### src/rtl/uv_pred_sched.sv
// Chroma (U/V 8x8) intra predictor sequencer: picks the applicable modes per macroblock,
// starts each predictor in turn and hands finished predictions to the mode scorer.
//
// state  | meaning
// IDLE   | waiting for a macroblock; mb_ready high
// ISSUE  | one-cycle start pulse to the selected predictor; timer loaded
// WAIT   | waiting for pred_done; timer counts down to terminal count
// HOLD   | result offered to the scorer until res_ready
// NEXT   | advance to the next enabled mode, or finish
// FINISH | one-cycle mb_done pulse
module uv_pred_sched #(
  parameter int       BLOCK_NUM    = 10,
  parameter bit [3:0] MODE_EN      = 4'b1111,
  parameter bit       SKIP_UNAVAIL = 1'b1,
  parameter int       TIMEOUT_CYC  = 64
) (
  input  logic                 clk,
  input  logic                 rst_n,
  input  logic                 mb_valid,
  output logic                 mb_ready,
  input  logic [BLOCK_NUM-1:0] mb_x,
  input  logic [BLOCK_NUM-1:0] mb_y,
  output logic                 pred_start,
  output logic [1:0]           pred_mode,
  output logic [BLOCK_NUM-1:0] pred_x,
  output logic [BLOCK_NUM-1:0] pred_y,
  input  logic                 pred_done,
  output logic                 res_valid,
  input  logic                 res_ready,
  output logic [1:0]           res_mode,
  output logic                 res_last,
  output logic                 mb_done,
  output logic                 busy,
  output logic                 err_timeout
);

  localparam int TW = $clog2(TIMEOUT_CYC);
  localparam logic [TW-1:0] TMR_LOAD = TW'(TIMEOUT_CYC - 1);

  typedef enum logic [2:0] {
    IDLE, ISSUE, WAIT, HOLD, NEXT, FINISH
  } state_t;

  state_t        state_q, state_d;
  logic [3:1]    mask_q;
  logic [TW-1:0] tmr_q;
  logic          accept;
  logic          tmr_tc;
  logic          nxt_found;
  logic [1:0]    nxt_mode;

  assign accept   = mb_valid & mb_ready;
  assign tmr_tc   = (tmr_q == '0);
  assign res_mode = pred_mode;

  // Lowest enabled mode above the current one; DC is always first so it never appears here.
  always_comb begin
    nxt_found = 1'b0;
    nxt_mode  = pred_mode;
    for (int i = 3; i >= 1; i--) begin
      if (i > int'(pred_mode) && mask_q[i]) begin
        nxt_found = 1'b1;
        nxt_mode  = 2'(i);
      end
    end
  end

  always_comb begin
    state_d = state_q;
    case (state_q)
      IDLE:    if (accept) state_d = ISSUE;
      ISSUE:   state_d = WAIT;
      WAIT: begin
        if (pred_done)   state_d = HOLD;
        else if (tmr_tc) state_d = NEXT;
      end
      HOLD:    if (res_ready) state_d = NEXT;
      NEXT:    state_d = nxt_found ? ISSUE : FINISH;
      FINISH:  state_d = IDLE;
      default: state_d = IDLE;
    endcase
  end

  always_ff @(posedge clk or negedge rst_n) begin
    if (!rst_n) begin
      state_q <= IDLE;
    end else begin
      state_q <= state_d;
    end
  end

  always_ff @(posedge clk or negedge rst_n) begin
    if (!rst_n) begin
      mask_q      <= '0;
      pred_mode   <= '0;
      pred_x      <= '0;
      pred_y      <= '0;
      tmr_q       <= '0;
      err_timeout <= 1'b0;
    end else begin
      if (accept) begin
        pred_x    <= mb_x;
        pred_y    <= mb_y;
        pred_mode <= 2'd0;
        mask_q[1] <= MODE_EN[1];
        mask_q[2] <= MODE_EN[2] & ((mb_y != '0) | !SKIP_UNAVAIL);
        mask_q[3] <= MODE_EN[3] & ((mb_x != '0) | !SKIP_UNAVAIL);
      end
      if (state_q == NEXT && nxt_found) pred_mode <= nxt_mode;
      if (state_q == ISSUE) tmr_q <= TMR_LOAD;
      else if (state_q == WAIT && !tmr_tc) tmr_q <= tmr_q - 1'b1;
      // A done arriving on the terminal-count cycle wins over the timeout.
      if (state_q == WAIT && !pred_done && tmr_tc) err_timeout <= 1'b1;
    end
  end

  // Outputs registered from the next state so nothing combinational reaches the ports.
  always_ff @(posedge clk or negedge rst_n) begin
    if (!rst_n) begin
      mb_ready   <= 1'b0;
      busy       <= 1'b0;
      pred_start <= 1'b0;
      res_valid  <= 1'b0;
      res_last   <= 1'b0;
      mb_done    <= 1'b0;
    end else begin
      mb_ready   <= (state_d == IDLE);
      busy       <= (state_d != IDLE);
      pred_start <= (state_d == ISSUE);
      res_valid  <= (state_d == HOLD);
      res_last   <= (state_d == HOLD) && !nxt_found;
      mb_done    <= (state_d == FINISH);
    end
  end

endmodule

### config.mk
export PLATFORM = sky130hd
export DESIGN_NAME = uv_pred_sched
export DESIGN_NICKNAME = d
export VERILOG_FILES = /design/src/rtl/uv_pred_sched.sv
export SDC_FILE = /design/constraint.sdc
export NUM_CORES = 1
export LEC_CHECK = 0
export CORE_UTILIZATION = 59
export DETAILED_ROUTE_END_ITERATION = 10
export DONT_BUFFER_PORTS = 1
export PLACE_DENSITY = 0.75
export SYNTH_ARGS = -nofsm -noshare
export SYNTH_HDL_FRONTEND = slang
export SYNTH_SLANG_ARGS = --single-unit
export TNS_END_PERCENT = 50
### constraint.sdc
create_clock -name clk -period 2.89 [get_ports clk]
set_input_delay 0.289 -clock clk [delete_from_list [all_inputs] [get_ports clk]]
set_output_delay 0.289 -clock clk [all_outputs]
set_load 0.01 [all_outputs]
# Yosys cells after proc, flatten, opt, wreduce, memory -nomap -nowiden
# Cells that the tools add are included.
op_classes:
  n_mux: 16
  n_eq_ne: 8
  reduce_logical: 20
  n_bitwise: 1
  order_cmp: 3
  n_addsub: 1
op_table:
  columns: ["op", "count"]
  rows:
  - ["nonzero test 10 bit", 2]
  - ["two-way mux 3 bit", 5]
  - ["case mux 3 bit (5 select lines)", 1]
  - ["two-way mux 6 bit", 2]
  - ["two-way mux 2 bit", 5]
  - ["equality test 3 x 2 -> 1 bit (second input constant)", 3]
  - ["logical AND 1 bit", 8]
  - ["equality test 3 x 1 -> 1 bit (second input constant)", 2]
  - ["equality test 3 bit (second input constant)", 2]
  - ["logical NOT 3 bit", 2]
  - ["logical NOT 6 bit", 1]
  - ["subtractor 6 x 1 -> 6 bit (second input constant)", 1]
  - ["> comparator 2 bit (first input constant)", 2]
  - ["inequality test 4 bit (second input constant)", 1]
  - ["nonzero test 2 bit", 2]
  - ["logical NOT 1 bit", 3]
  - ["two-way mux 1 bit", 3]
  - ["nonzero test 3 bit", 1]
  - ["> comparator 1 x 2 -> 1 bit (first input constant)", 1]
  - ["AND reduction 2 bit", 1]
  - ["AND 1 bit", 1]
totals:
  in_bits: 25
  out_inout_bits: 31
  reg_bits: 41

# Logic depth before layout (Yosys ltp)
depth:
  word_depth: 9
  mapped_depth: 6

# Worst setup path after synthesis
# No wires, ideal clock.
synth_timing:
  path_kind: "register -> register"
  startpoint: "register tmr_q[0]"
  endpoint: "register busy"
  path_slack_ns: 1.122
  path_buffers: 0
  setup_ns: 0.139
  period_less_slack_ns: 1.768
  arrival_ns: 1.629
  stages_incl_launch_ff: 7
  path_cell_list: "dfrtp_1 > inv_1 > ha_1 > nor3b_4 > nand2_2 > o311ai_2 > or4b_1"
synth_via:
  elab_chain_cells: 5
synth_rtl:
  columns: ["element", "line_no", "text"]
  rows:
  - ["start: declaration", "46", "logic [TW-1:0] tmr_q;"]
  - ["start signal: assignment", "111", "else if (state_q == WAIT && !tmr_tc) tmr_q <= tmr_q - 1'b1;"]
  - ["logical NOT 6 bit", "53", "assign tmr_tc = (tmr_q == '0);"]
  - ["two-way mux 3 bit", "75", "else if (tmr_tc) state_d = NEXT;"]
  - ["two-way mux 3 bit", "74", "if (pred_done) state_d = HOLD;"]
  - ["case mux 3 bit (5 select lines)", "70", "case (state_q)"]
  - ["nonzero test 3 bit", "128", "busy <= (state_d != IDLE);"]
  - ["end signal: assignment", "128", null]
  - ["end: declaration", "33", "output logic busy,"]
# No other way between the ends.
# A chain may end at the register's enable or synchronous reset.

# Final worst setup path
# Same ends and word-level chain as after synthesis.

==> impl_metrics.csv <==
group,metric,value,unit
route,wl,3000,um
cts,clockBufferDepth,2,
logic_synthesis,synth_area,1770,um2
sta,setup_tns,0,ns
power,p_comb_frac,0.272,
power,p_int,0.00116,W
sta,slew_headroom,0.408,
route,vias,1125,
min_path,hp-class,"primary input to register",
power,power,0.00184,W
flow_run,cap_violations,0,
place,placed_cell_area,1780,um2
sta,period_minus_slack,1.94,ns
floorplanning,start_util,0.632,
grt,antenna_found_initial,0,
final_layout,nNetsFinal,175,
setup_path,slowest_stage,"or4b_1",
cts,h-tree-depth,2,
floorplanning,row_count,19,
setup_path,critPathBufInv,1,
sta,max_clock_freq,515,MHz
setup_path,reg2reg_depth,6,
grt,gr-total-overflow,0,
place,globalplace.congestion,0.760,
route,drt_pass1_iterations,7,
final_layout,insertedDiodeCount,0,
floorplanning,ios,56,
place,io_buffers,0,
power,leakage,0.807,nW
run_status,violations,"DRC",
route,drc,8,
cts,cts_resized,0,
logic_synthesis,syn-num-nets,172,
setup_path,start_kind,"register",
logic_synthesis,ys_warn_count,0,
grt,grt_max_degree,42,
logic_synthesis,ys_seq_area_frac,0.578,
cts,numCtsBuffers,5,
setup_path,end_kind,"register",
floorplanning,die_area,3230,um2
logic_synthesis,avgSynthCellArea,12.2,um2
floorplanning,coreArea,2810,um2
cts,numClockSinks,41,
floorplanning,die_w,56.8,um
setup_path,path_max_fanout,4,
grt,grt_pass1_vias,1164,
grt,grt_pass1_wl,5170,um
cts,cts_tree,"done",
setup_path,crit_family,"simple AND/OR/NAND/NOR gates",
setup_path,cp.required,3.11,ns
logic_synthesis,yosys.cell_types.count,43,
route,wl_per_cell,16.6,um
logic_synthesis,syn_inst,146,
sta,hold_viol_final,0,
sta,final_max_slew_viol_count,0,
power,seqPwrFrac,0.583,
power,ir_worst_vdd,600,uV
route,first_iter_violations,57,
setup_path,cpPeakStageDelay,0.46,ns
logic_synthesis,synth_ff_type,"dfrtp_1",
grt,grtUsageTotal,0.217,
final_layout,final_area,1860,um2
power,p_switching,0.000681,W
setup_path,critical_path_class,"register to register",
sta,period_share,0.672,
route,antenna_left,0,
sta,rsz0062_at_grt,"false",
sta,skew,0.00977,ns
logic_synthesis,synth_edf_count,0,
cts,cts-root-buf,"clkbuf_4",
power,clkPwrFrac,0.144,
final_layout,drive_gt1_frac,0.220,
power,power_density,989,nW/um2
floorplanning,dieHeight,56.8,um
power,sw_frac_of_total,0.369,
setup_path,worstPathCellList,"inv_1 > ha_1 > nor3b_4 > nand2_2 > o311ai_2 > or4b_1",
min_path,hold_depth,1,
logic_synthesis,synth_seq_cells,41,
setup_path,path_depth,6,
route,viasPerCell,6.22,
setup_path,cp.arrival,2.16,ns
sta,tightest_slew,0.885,ns
run_status,status,"complete, but fails checks",
cts,path_clk_slew,0.11,ns
cts,cts_setup_buffers,0,
place,dpl.hpwl,2140,um
cts,insertion_delay,0.35,ns
logic_synthesis,synthArstFlopShare,1.00,
sta,setup_violations,0,
final_layout,syn2layout_area_growth,5.01,%
final_layout,post-route-util,0.664,
[repair_timing]
item,in CTS,in global routing
endpoints found under the hold margin,41,0
setup endpoints to repair,0,0
hold buffers,2,0
[layout by cell type (no fill, tap or decap), drive strengths merged]
| cell type | n |
|---|---|
| dfrtp | 41 |
| o2111ai | 1 |
| ha | 1 |
| o311ai | 1 |
| nand2 | 10 |
| nand3 | 2 |
| buf | 1 |
| nor4 | 2 |
| a31oi | 3 |
| nor3b | 2 |
| nor2 | 8 |
| mux2i | 1 |
| o31ai | 2 |
| xnor2 | 3 |
| clkbuf | 6 |
| inv | 8 |
| mux2 | 20 |
| or3 | 1 |
| or4b | 1 |
| nor2b | 3 |
| a22oi | 1 |
| o21ai | 2 |
| or2 | 1 |
| o21bai | 1 |
| or4 | 2 |
| nor4b | 1 |
| a21oi | 3 |
| and4b | 1 |
| a221oi | 1 |
| or3b | 1 |
| a211oi | 2 |
| a311oi | 1 |
| nand2b | 4 |
| dlygate4sd3 | 1 |
| and3 | 1 |
| and2 | 1 |
| nor3 | 6 |
| o211ai | 1 |
| clkinv | 2 |
[Yosys cell counts, drive strengths merged, types with 2 or more instances]
master | count | area share
nor2 | 8 | 0.017
inv | 8 | 0.017
a211oi | 2 | 0.0085
xnor2 | 3 | 0.015
nand3 | 2 | 0.0056
buf | 5 | 0.016
nand2 | 10 | 0.023
nand2b | 4 | 0.014
nor3b | 2 | 0.015
or4 | 2 | 0.0085
o21ai | 2 | 0.0056
nor3 | 6 | 0.017
dfrtp | 41 | 0.58
mux2 | 20 | 0.13
nor2b | 3 | 0.011
o31ai | 2 | 0.0085
a31oi | 3 | 0.011
a21oi | 3 | 0.011
nor4 | 2 | 0.0071
[final timing paths]
path                       startpoint          end  slack, ns
max                          tmr_q[0]         busy       0.95
min                         pred_done  err_timeout       0.04
max reg2reg                  tmr_q[0]         busy       0.95
min reg2reg                 mask_q[1]    mask_q[1]       0.53
max in group asynchronous       rst_n     tmr_q[5]       2.29
min in group asynchronous       rst_n   pred_start       0.41
[sequential cells by signal, indices dropped and copies added, names as in the netlist]
signal       cells
pred_x          10
pred_y          10
tmr_q            6
mask_q           3
state_q          3
pred_mode        2
busy             1
err_timeout      1
mb_done          1
mb_ready         1
pred_start       1
res_last         1
res_valid        1
[power groups by stage]
| stage | Sequential [W] | Combinational [W] | Clock [W] |
|---|---|---|---|
| after global placement | 0.00108 | 0.000462 | 0 |
| after detailed placement | 0.00109 | 0.000485 | 0 |
| after global routing | 0.00111 | 0.000573 | 0.000296 |
| after CTS | 0.00108 | 0.000505 | 0.000275 |
| after floorplan | 0.00102 | 0.000457 | 0 |
| final | 0.00108 | 0.000502 | 0.000266 |
[layer usage]
layer  global-route usage  up-vias  part of all wire
met5                    0        -                 0
li1                     -      523                 -
met1                0.257      553              0.41
met4               0.0732        0             0.016
met3                0.106        6             0.078
met2                0.347       43              0.49
[per-stage QoR]
stage          hold slack (ns)  cells  setup slack [ns]
2_1_floorplan         -0.00659    146              1.12
3_3_place_gp          -0.00589    171              1.07
3_5_place_dp          -0.00582    171             0.969
4_1_cts                 0.0205    181             0.963
5_1_grt                 0.0101    181             0.829
6_report                0.0389    181             0.949
[cell type report]
cell class | instances | area (um2)
Timing Repair Buffer | 2 | 30.0
Clock inverter | 2 | 10.0
Sequential cell | 41 | 1030
Inverter | 8 | 30.0
Fill cell | 205 | 942
Clock buffer | 6 | 41.3
Multi-Input combinational cell | 91 | 687
Tap cell | 31 | 38.8
[logic make-up after synthesis]
logic type / share of synthesized area
AOI/OAI and AO/OA: 0.0804
DFF: 0.578
buffers and inverters: 0.0346
adders and majority gates: 0.00705
and+or+nand+nor: 0.152
muxes: 0.133
xor gates and xnor gates: 0.0148
Power figures use the tool's default switching activity.
